[src/rtl/store_buf.sv]
// Store buffer between the load/store unit and memory: a FIFO of pending stores drained over a
// write req/ack handshake, store-to-load forwarding, and a sticky drain-error register.
module store_buf #(
    parameter int ADDR_WIDTH = 16,
    parameter int DATA_WIDTH = 16,
    parameter int DEPTH      = 4
) (
    input  logic                         clk,
    input  logic                         rst,
    input  logic                         st_valid,
    output logic                         st_ready,
    input  logic [ADDR_WIDTH-1:0]        st_addr,
    input  logic [DATA_WIDTH-1:0]        st_data,
    input  logic                         ld_valid,
    output logic                         ld_ready,
    input  logic [ADDR_WIDTH-1:0]        ld_addr,
    output logic                         ld_rvalid,
    output logic [DATA_WIDTH-1:0]        ld_rdata,
    output logic                         ld_fwd,
    output logic                         mem_wreq,
    output logic [ADDR_WIDTH-1:0]        mem_waddr,
    output logic [DATA_WIDTH-1:0]        mem_wdata,
    input  logic                         mem_wack,
    input  logic                         mem_perr,
    output logic                         mem_rreq,
    output logic [ADDR_WIDTH-1:0]        mem_raddr,
    input  logic [DATA_WIDTH-1:0]        mem_rdata,
    input  logic                         mem_rack,
    output logic                         err_valid,
    output logic [ADDR_WIDTH-1:0]        err_addr,
    input  logic                         err_clr,
    output logic [$clog2(DEPTH+1)-1:0]   count
);

    localparam int PW = $clog2(DEPTH);
    localparam int CW = $clog2(DEPTH + 1);
    localparam logic [CW-1:0] FULL = CW'(DEPTH);

    localparam logic [1:0] S_IDLE = 2'd0;
    localparam logic [1:0] S_REQ  = 2'd1;
    localparam logic [1:0] S_WAIT = 2'd2;

    logic [ADDR_WIDTH-1:0] addr_q [DEPTH];
    logic [ADDR_WIDTH-1:0] addr_d [DEPTH];
    logic [DATA_WIDTH-1:0] data_q [DEPTH];
    logic [DATA_WIDTH-1:0] data_d [DEPTH];

    logic [PW-1:0]         head_q, head_d, tail_q, tail_d;
    logic [CW-1:0]         cnt_q, cnt_d;
    logic [1:0]            state_q, state_d;
    logic                  err_valid_q, err_valid_d;
    logic [ADDR_WIDTH-1:0] err_addr_q, err_addr_d;
    logic                  hit_q, hit_d;
    logic [DATA_WIDTH-1:0] fwd_data_q, fwd_data_d;
    logic                  rreq_q, rreq_d;
    logic [ADDR_WIDTH-1:0] raddr_q, raddr_d;
    logic                  rd_pend_q, rd_pend_d;

    logic                  enq, ret, ld_acc, match;
    logic [DATA_WIDTH-1:0] match_data;
    logic [PW-1:0]         idx;

    always_comb begin
        enq    = st_valid && (cnt_q < FULL);
        ret    = (state_q == S_WAIT) && mem_wack;
        ld_acc = ld_valid && !rd_pend_q;

        // Scan oldest to youngest over registered entries so the last match wins;
        // a store enqueued this cycle is not yet visible, a retiring head still is.
        match      = 1'b0;
        match_data = '0;
        idx        = '0;
        for (int i = 0; i < DEPTH; i++) begin
            idx = head_q + PW'(i);
            if ((CW'(i) < cnt_q) && (addr_q[idx] == ld_addr)) begin
                match      = 1'b1;
                match_data = data_q[idx];
            end
        end

        addr_d = addr_q;
        data_d = data_q;
        if (enq) begin
            addr_d[tail_q] = st_addr;
            data_d[tail_q] = st_data;
        end
        tail_d = enq ? tail_q + PW'(1) : tail_q;
        head_d = ret ? head_q + PW'(1) : head_q;
        cnt_d  = cnt_q + CW'(enq) - CW'(ret);

        state_d = state_q;
        case (state_q)
            S_IDLE:  if (cnt_q != '0) state_d = S_REQ;
            S_REQ:   state_d = S_WAIT;
            S_WAIT:  if (mem_wack) state_d = (cnt_d != '0) ? S_REQ : S_IDLE;
            default: state_d = S_IDLE;
        endcase

        // A new error in the same cycle as a clear wins and reloads the address.
        err_valid_d = err_valid_q;
        err_addr_d  = err_addr_q;
        if (err_clr) err_valid_d = 1'b0;
        if (ret && mem_perr) begin
            err_valid_d = 1'b1;
            if (!err_valid_q || err_clr) err_addr_d = addr_q[head_q];
        end

        hit_d      = ld_acc && match;
        fwd_data_d = hit_d ? match_data : '0;
        rreq_d     = ld_acc && !match;
        raddr_d    = rreq_d ? ld_addr : raddr_q;
        rd_pend_d  = rreq_d || (rd_pend_q && !mem_rack);
    end

    always_ff @(posedge clk) begin
        addr_q <= addr_d;
        data_q <= data_d;
    end

    always_ff @(posedge clk) begin
        if (rst) begin
            head_q      <= '0;
            tail_q      <= '0;
            cnt_q       <= '0;
            state_q     <= S_IDLE;
            err_valid_q <= 1'b0;
            err_addr_q  <= '0;
            hit_q       <= 1'b0;
            fwd_data_q  <= '0;
            rreq_q      <= 1'b0;
            raddr_q     <= '0;
            rd_pend_q   <= 1'b0;
        end else begin
            head_q      <= head_d;
            tail_q      <= tail_d;
            cnt_q       <= cnt_d;
            state_q     <= state_d;
            err_valid_q <= err_valid_d;
            err_addr_q  <= err_addr_d;
            hit_q       <= hit_d;
            fwd_data_q  <= fwd_data_d;
            rreq_q      <= rreq_d;
            raddr_q     <= raddr_d;
            rd_pend_q   <= rd_pend_d;
        end
    end

    always_comb begin
        st_ready  = cnt_q < FULL;
        ld_ready  = !rd_pend_q;
        count     = cnt_q;
        mem_wreq  = (state_q == S_REQ);
        mem_waddr = mem_wreq ? addr_q[head_q] : '0;
        mem_wdata = mem_wreq ? data_q[head_q] : '0;
        mem_rreq  = rreq_q;
        mem_raddr = raddr_q;
        err_valid = err_valid_q;
        err_addr  = err_addr_q;
        ld_fwd    = hit_q;
        ld_rvalid = hit_q || (rd_pend_q && mem_rack);
        ld_rdata  = '0;
        if (hit_q)                       ld_rdata = fwd_data_q;
        else if (rd_pend_q && mem_rack)  ld_rdata = mem_rdata;
    end

endmodule

[config.mk]
export PLATFORM = sky130hd
export DESIGN_NAME = store_buf
export DESIGN_NICKNAME = d
export VERILOG_FILES = /design/src/rtl/store_buf.sv
export SDC_FILE = /design/constraint.sdc
export NUM_CORES = 1
export LEC_CHECK = 0
export ABC_AREA = 1
export CAP_MARGIN = 20
export CORE_MARGIN = 2
export CORE_UTILIZATION = 56
export CTS_BUF_LIST = sky130_fd_sc_hd__clkbuf_4 sky130_fd_sc_hd__clkbuf_8 sky130_fd_sc_hd__clkbuf_16
export DETAILED_ROUTE_END_ITERATION = 10
export PLACE_DENSITY = 0.93
export SLEW_MARGIN = 25
export SYNTH_ARGS = -nofsm -noshare
export SYNTH_HDL_FRONTEND = slang
export SYNTH_SLANG_ARGS = --single-unit
[constraint.sdc]
create_clock -name clk -period 2.9 [get_ports clk]
set_input_delay 0.435 -clock clk [delete_from_list [all_inputs] [get_ports clk]]
set_output_delay 0.435 -clock clk [all_outputs]
set_load 0.005 [all_outputs]
==> flow_summary.json <==
{
  "synth_compound_area_share_pct": 9.24,
  "clock_latency_ns": 0.44,
  "max_freq_mhz": 353,
  "synthMuxAreaShare_pct": 2.79,
  "setup_violations": 0,
  "final_area_um2": 14200,
  "endpoint_kind": "primary output",
  "cts_tree": "yes",
  "slew_headroom_pct": 60.9,
  "io_pins": 162,
  "synth_top_family_by_area": "simple AND/OR/NAND/NOR gates",
  "place_area_um2": 13400,
  "grt_pass1_wl_um": 54200,
  "grt_pass1_vias": 10500,
  "fp-row-count": 52,
  "synth_adder_area_share_pct": 1.05,
  "r2r_slack_ns": 0.13,
  "antenna_cells": 0,
  "crit_fanout": 24,
  "core_area_um2": 20200,
  "path_class": "reg -> out",
  "dieHeight_um": 147,
  "synthesis.area_um2": 11500,
  "syn-instance-count": 1600,
  "critPathArrivalTime_ns": 2.40,
  "timing.setup.tns_ns": 0,
  "fin_crit_sh_pct": 97.8,
  "cts_inserted_buffers": 17,
  "crit_top_cell": "o21ai_0",
  "crit_path_max_incr_delay_ns": 0.47,
  "fin_nets": 1830,
  "drt_iter0_drc": 1594,
  "place_hpwl_um": 24200,
  "power.leakage_nw": 6.11,
  "grt-ovfl-total": 0,
  "clock-sinks": 189,
  "cts.clk_slew.worst_paths_ns": 0.07,
  "yosys.area_share.simple_pct": 33.1,
  "worst_setup_path_start_kind": "register",
  "ys_seq_area_share_pct": 44.2,
  "grt_max_degree": 71,
  "wl_per_cell_um": 17.3,
  "syn_to_final_growth_pct": 23.6,
  "ant_nets": 0,
  "final_max_slew_viol_count": 0,
  "firstDrtPassIters": 8,
  "status": "finished clean",
  "antenna_found_initial": 0,
  "initial_core_util_pct": 56.8,
  "finalWirelength_um": 35200,
  "ys_ff_latch": 189,
  "globalplace.congestion": 1.03,
  "synth_xor_area_share_pct": 0.917,
  "rr_startpoint": "head_q[0]",
  "clock_skew_ns": 0.0124,
  "p_per_area_nw_per_um2": 629,
  "via_per_inst": 5.65,
  "die_w_um": 147,
  "synth_fp_nets": 1681,
  "cts_hold_buf": 0,
  "hold_violations": 0,
  "critPathLaunch": "head_q[0]",
  "yosysWarnings": 0,
  "layout-drive-gt1-share_pct": 7.95,
  "cp.required_ns": 2.47,
  "hold_ws_ns": 0.489,
  "synth.avg_cell_area_um2": 7.17,
  "finalCriticalPeriod_ns": 2.84,
  "critPathBufInv": 4,
  "cp_top_family": "buffers and inverters",
  "track_usage_pct": 31.7,
  "htree_levels": 4,
  "regArea_um2": 5070,
  "hold_class": "reg -> reg",
  "fillCellCount": 1513,
  "hp-start": "err_addr[11]",
  "drc": 0,
  "via_count": 11500,
  "die_area_um2": 21600,
  "port_buffers": 161,
  "clockRootBuffer": "clkbuf_16",
  "yosys.cell_types.count": 38,
  "vdd_drop_max_mv": 0.539,
  "maxCapViolCount": 0,
  "tightest_slew_ns": 0.586,
  "multi_input_area_um2": 5430,
  "crit_chain": "buf_6 -> clkbuf_16 -> nand2_1 -> o21ai_0 -> inv_1 -> o21ai_0 -> nor2_1 -> clkdlybuf4s50_1",
  "cts_buffer_depth": 2,
  "critPathSlowestCell": "clkdlybuf4s50_1"
}
layout by cell type (no fill, tap or decap), drive strengths merged, types with 4 or more instances in the layout:
cell type      Yosys  layout
nand2            579     579
or2               34      34
edfxtp           128     128
a21oi             58      58
o21ai            146     146
xor2              11      11
nor3               4       4
clkinv             1       4
ha                 8       8
clkbuf            41      21
buf               46      54
inv              138     145
clkdlybuf4s50      0     161
nor2             159     159
mux2i             32      32
dfxtp             61      61
nand3            141     141
where the power goes:
group	internal (mW)	leakage (nW)	total (mW)	switching, mW
Combinational	1.28	4.16	3.37	2.09
Clock	1.24	0.283	2.31	1.07
Sequential	3.10	1.67	3.23	0.128
Total	5.62	6.11	8.91	3.29
routing by layer:
layer	global-route usage, %	wire [um]	vias up
met4	10.7	918	0
li1	-	-	5443
met1	45.9	14800	5234
met3	6.34	4040	94
met5	0	0	-
met2	47.8	15400	716
final cells by class:
cell class / count / share of cell area (%)
clock buffers: 20 / 3.16
clock inverters: 12 / 0.874
inverters: 139 / 3.72
multi-input cells: 1185 / 38.3
flip-flops and latches: 189 / 35.8
well taps: 270 / 2.38
repair buffers: 217 / 15.8
cell families (layout without fill, tap and decap cells):
| kind of cell | after synthesis | after routing |
|---|---|---|
| compound gates | 208 | 208 |
| xor+xnor | 12 | 12 |
| fa+ha+maj | 9 | 9 |
| buf+inv | 226 | 388 |
| flops | 189 | 189 |
| mux | 32 | 32 |
| simple gates | 924 | 924 |
registers in the layout, summed over array words and instances, names as in the netlist, 2 cells and up:
name and cells:
count 3, mem_raddr 16, err_addr 16, fwd_data_q 16, addr_q 64, data_q 64
state_q 2, tail_q 2, head_q 2
through the flow:
| step | cells | utilization, % | power, mW | setup WS [ns] |
|---|---|---|---|---|
| after detailed placement | 1992 | 66.6 | 6.46 | -0.00139 |
| after CTS | 2025 | 69.7 | 8.77 | 0.000240 |
| after global routing | 2032 | 70.3 | 9.37 | -0.0527 |
| after floorplan | 1600 | - | 5.24 | 0.490 |
| after global placement | 1992 | 66.6 | 6.35 | 0.0317 |
| final | 2032 | 70.3 | 8.91 | 0.0632 |
synth_stat cells:
master    number  area [um2]
nor2_1       155         582
inv_1        135         507
or2_2         28         175
nor4_1         3        18.8
buf_1          6        22.5
edfxtp_1     128        3840
ha_1           8         100
nor2_2         1        6.26
xnor2_1        1        8.76
buf_4          8        60.1
nand3_2        1        10.0
o21bai_1       1        7.51
buf_2         19        95.1
nor2_4         3        33.8
buf_6         13         146
nand2_4        1        11.3
or2_1          2        12.5
o211ai_1       2        15.0
inv_4          1        6.26
o21ai_0      139         696
fa_1           1        20.0
xor2_1        11        96.3
nand3_1      140         701
nand2_2        1        6.26
a21oi_2        1        8.76
a22oi_2        1        12.5
dfxtp_1       61        1220
inv_2          2        7.51
nor3_1         4        20.0
mux2i_1       32         320
or2_0          4        25.0
a21oi_1       57         285
clkbuf_1      41         154
o21ai_1        7        35.0
and2_1         1        6.26
nand4_1        3        18.8
clkinv_1       1        3.75
nand2_1      577        2170
worst paths after layout:
check                       end  cells after the start
setup / recovery  mem_wdata[11]                      8
hold / removal     err_addr[11]                      2
setup reg to reg  fwd_data_q[8]                     17
hold reg to reg    err_addr[11]                      2
what timing repair did:
| action | in CTS | in global routing |
|---|---|---|
| setup buffers | 0 | 6 |
| setup endpoints to repair | 16 | 44 |
| resized for setup | 8 | 8 |
| pin swaps | 0 | 3 |
| gates cloned | 1 | 1 |
worst min-delay path, delay by kind of cell (launching register included):
kind,cells,cell delay [ns]
AO/OA/AOI/OAI,1,0.06
flip-flops,1,0.33
AND/OR/NAND/NOR,1,0.07
Note: power is estimated with default switching activity, not from simulation.
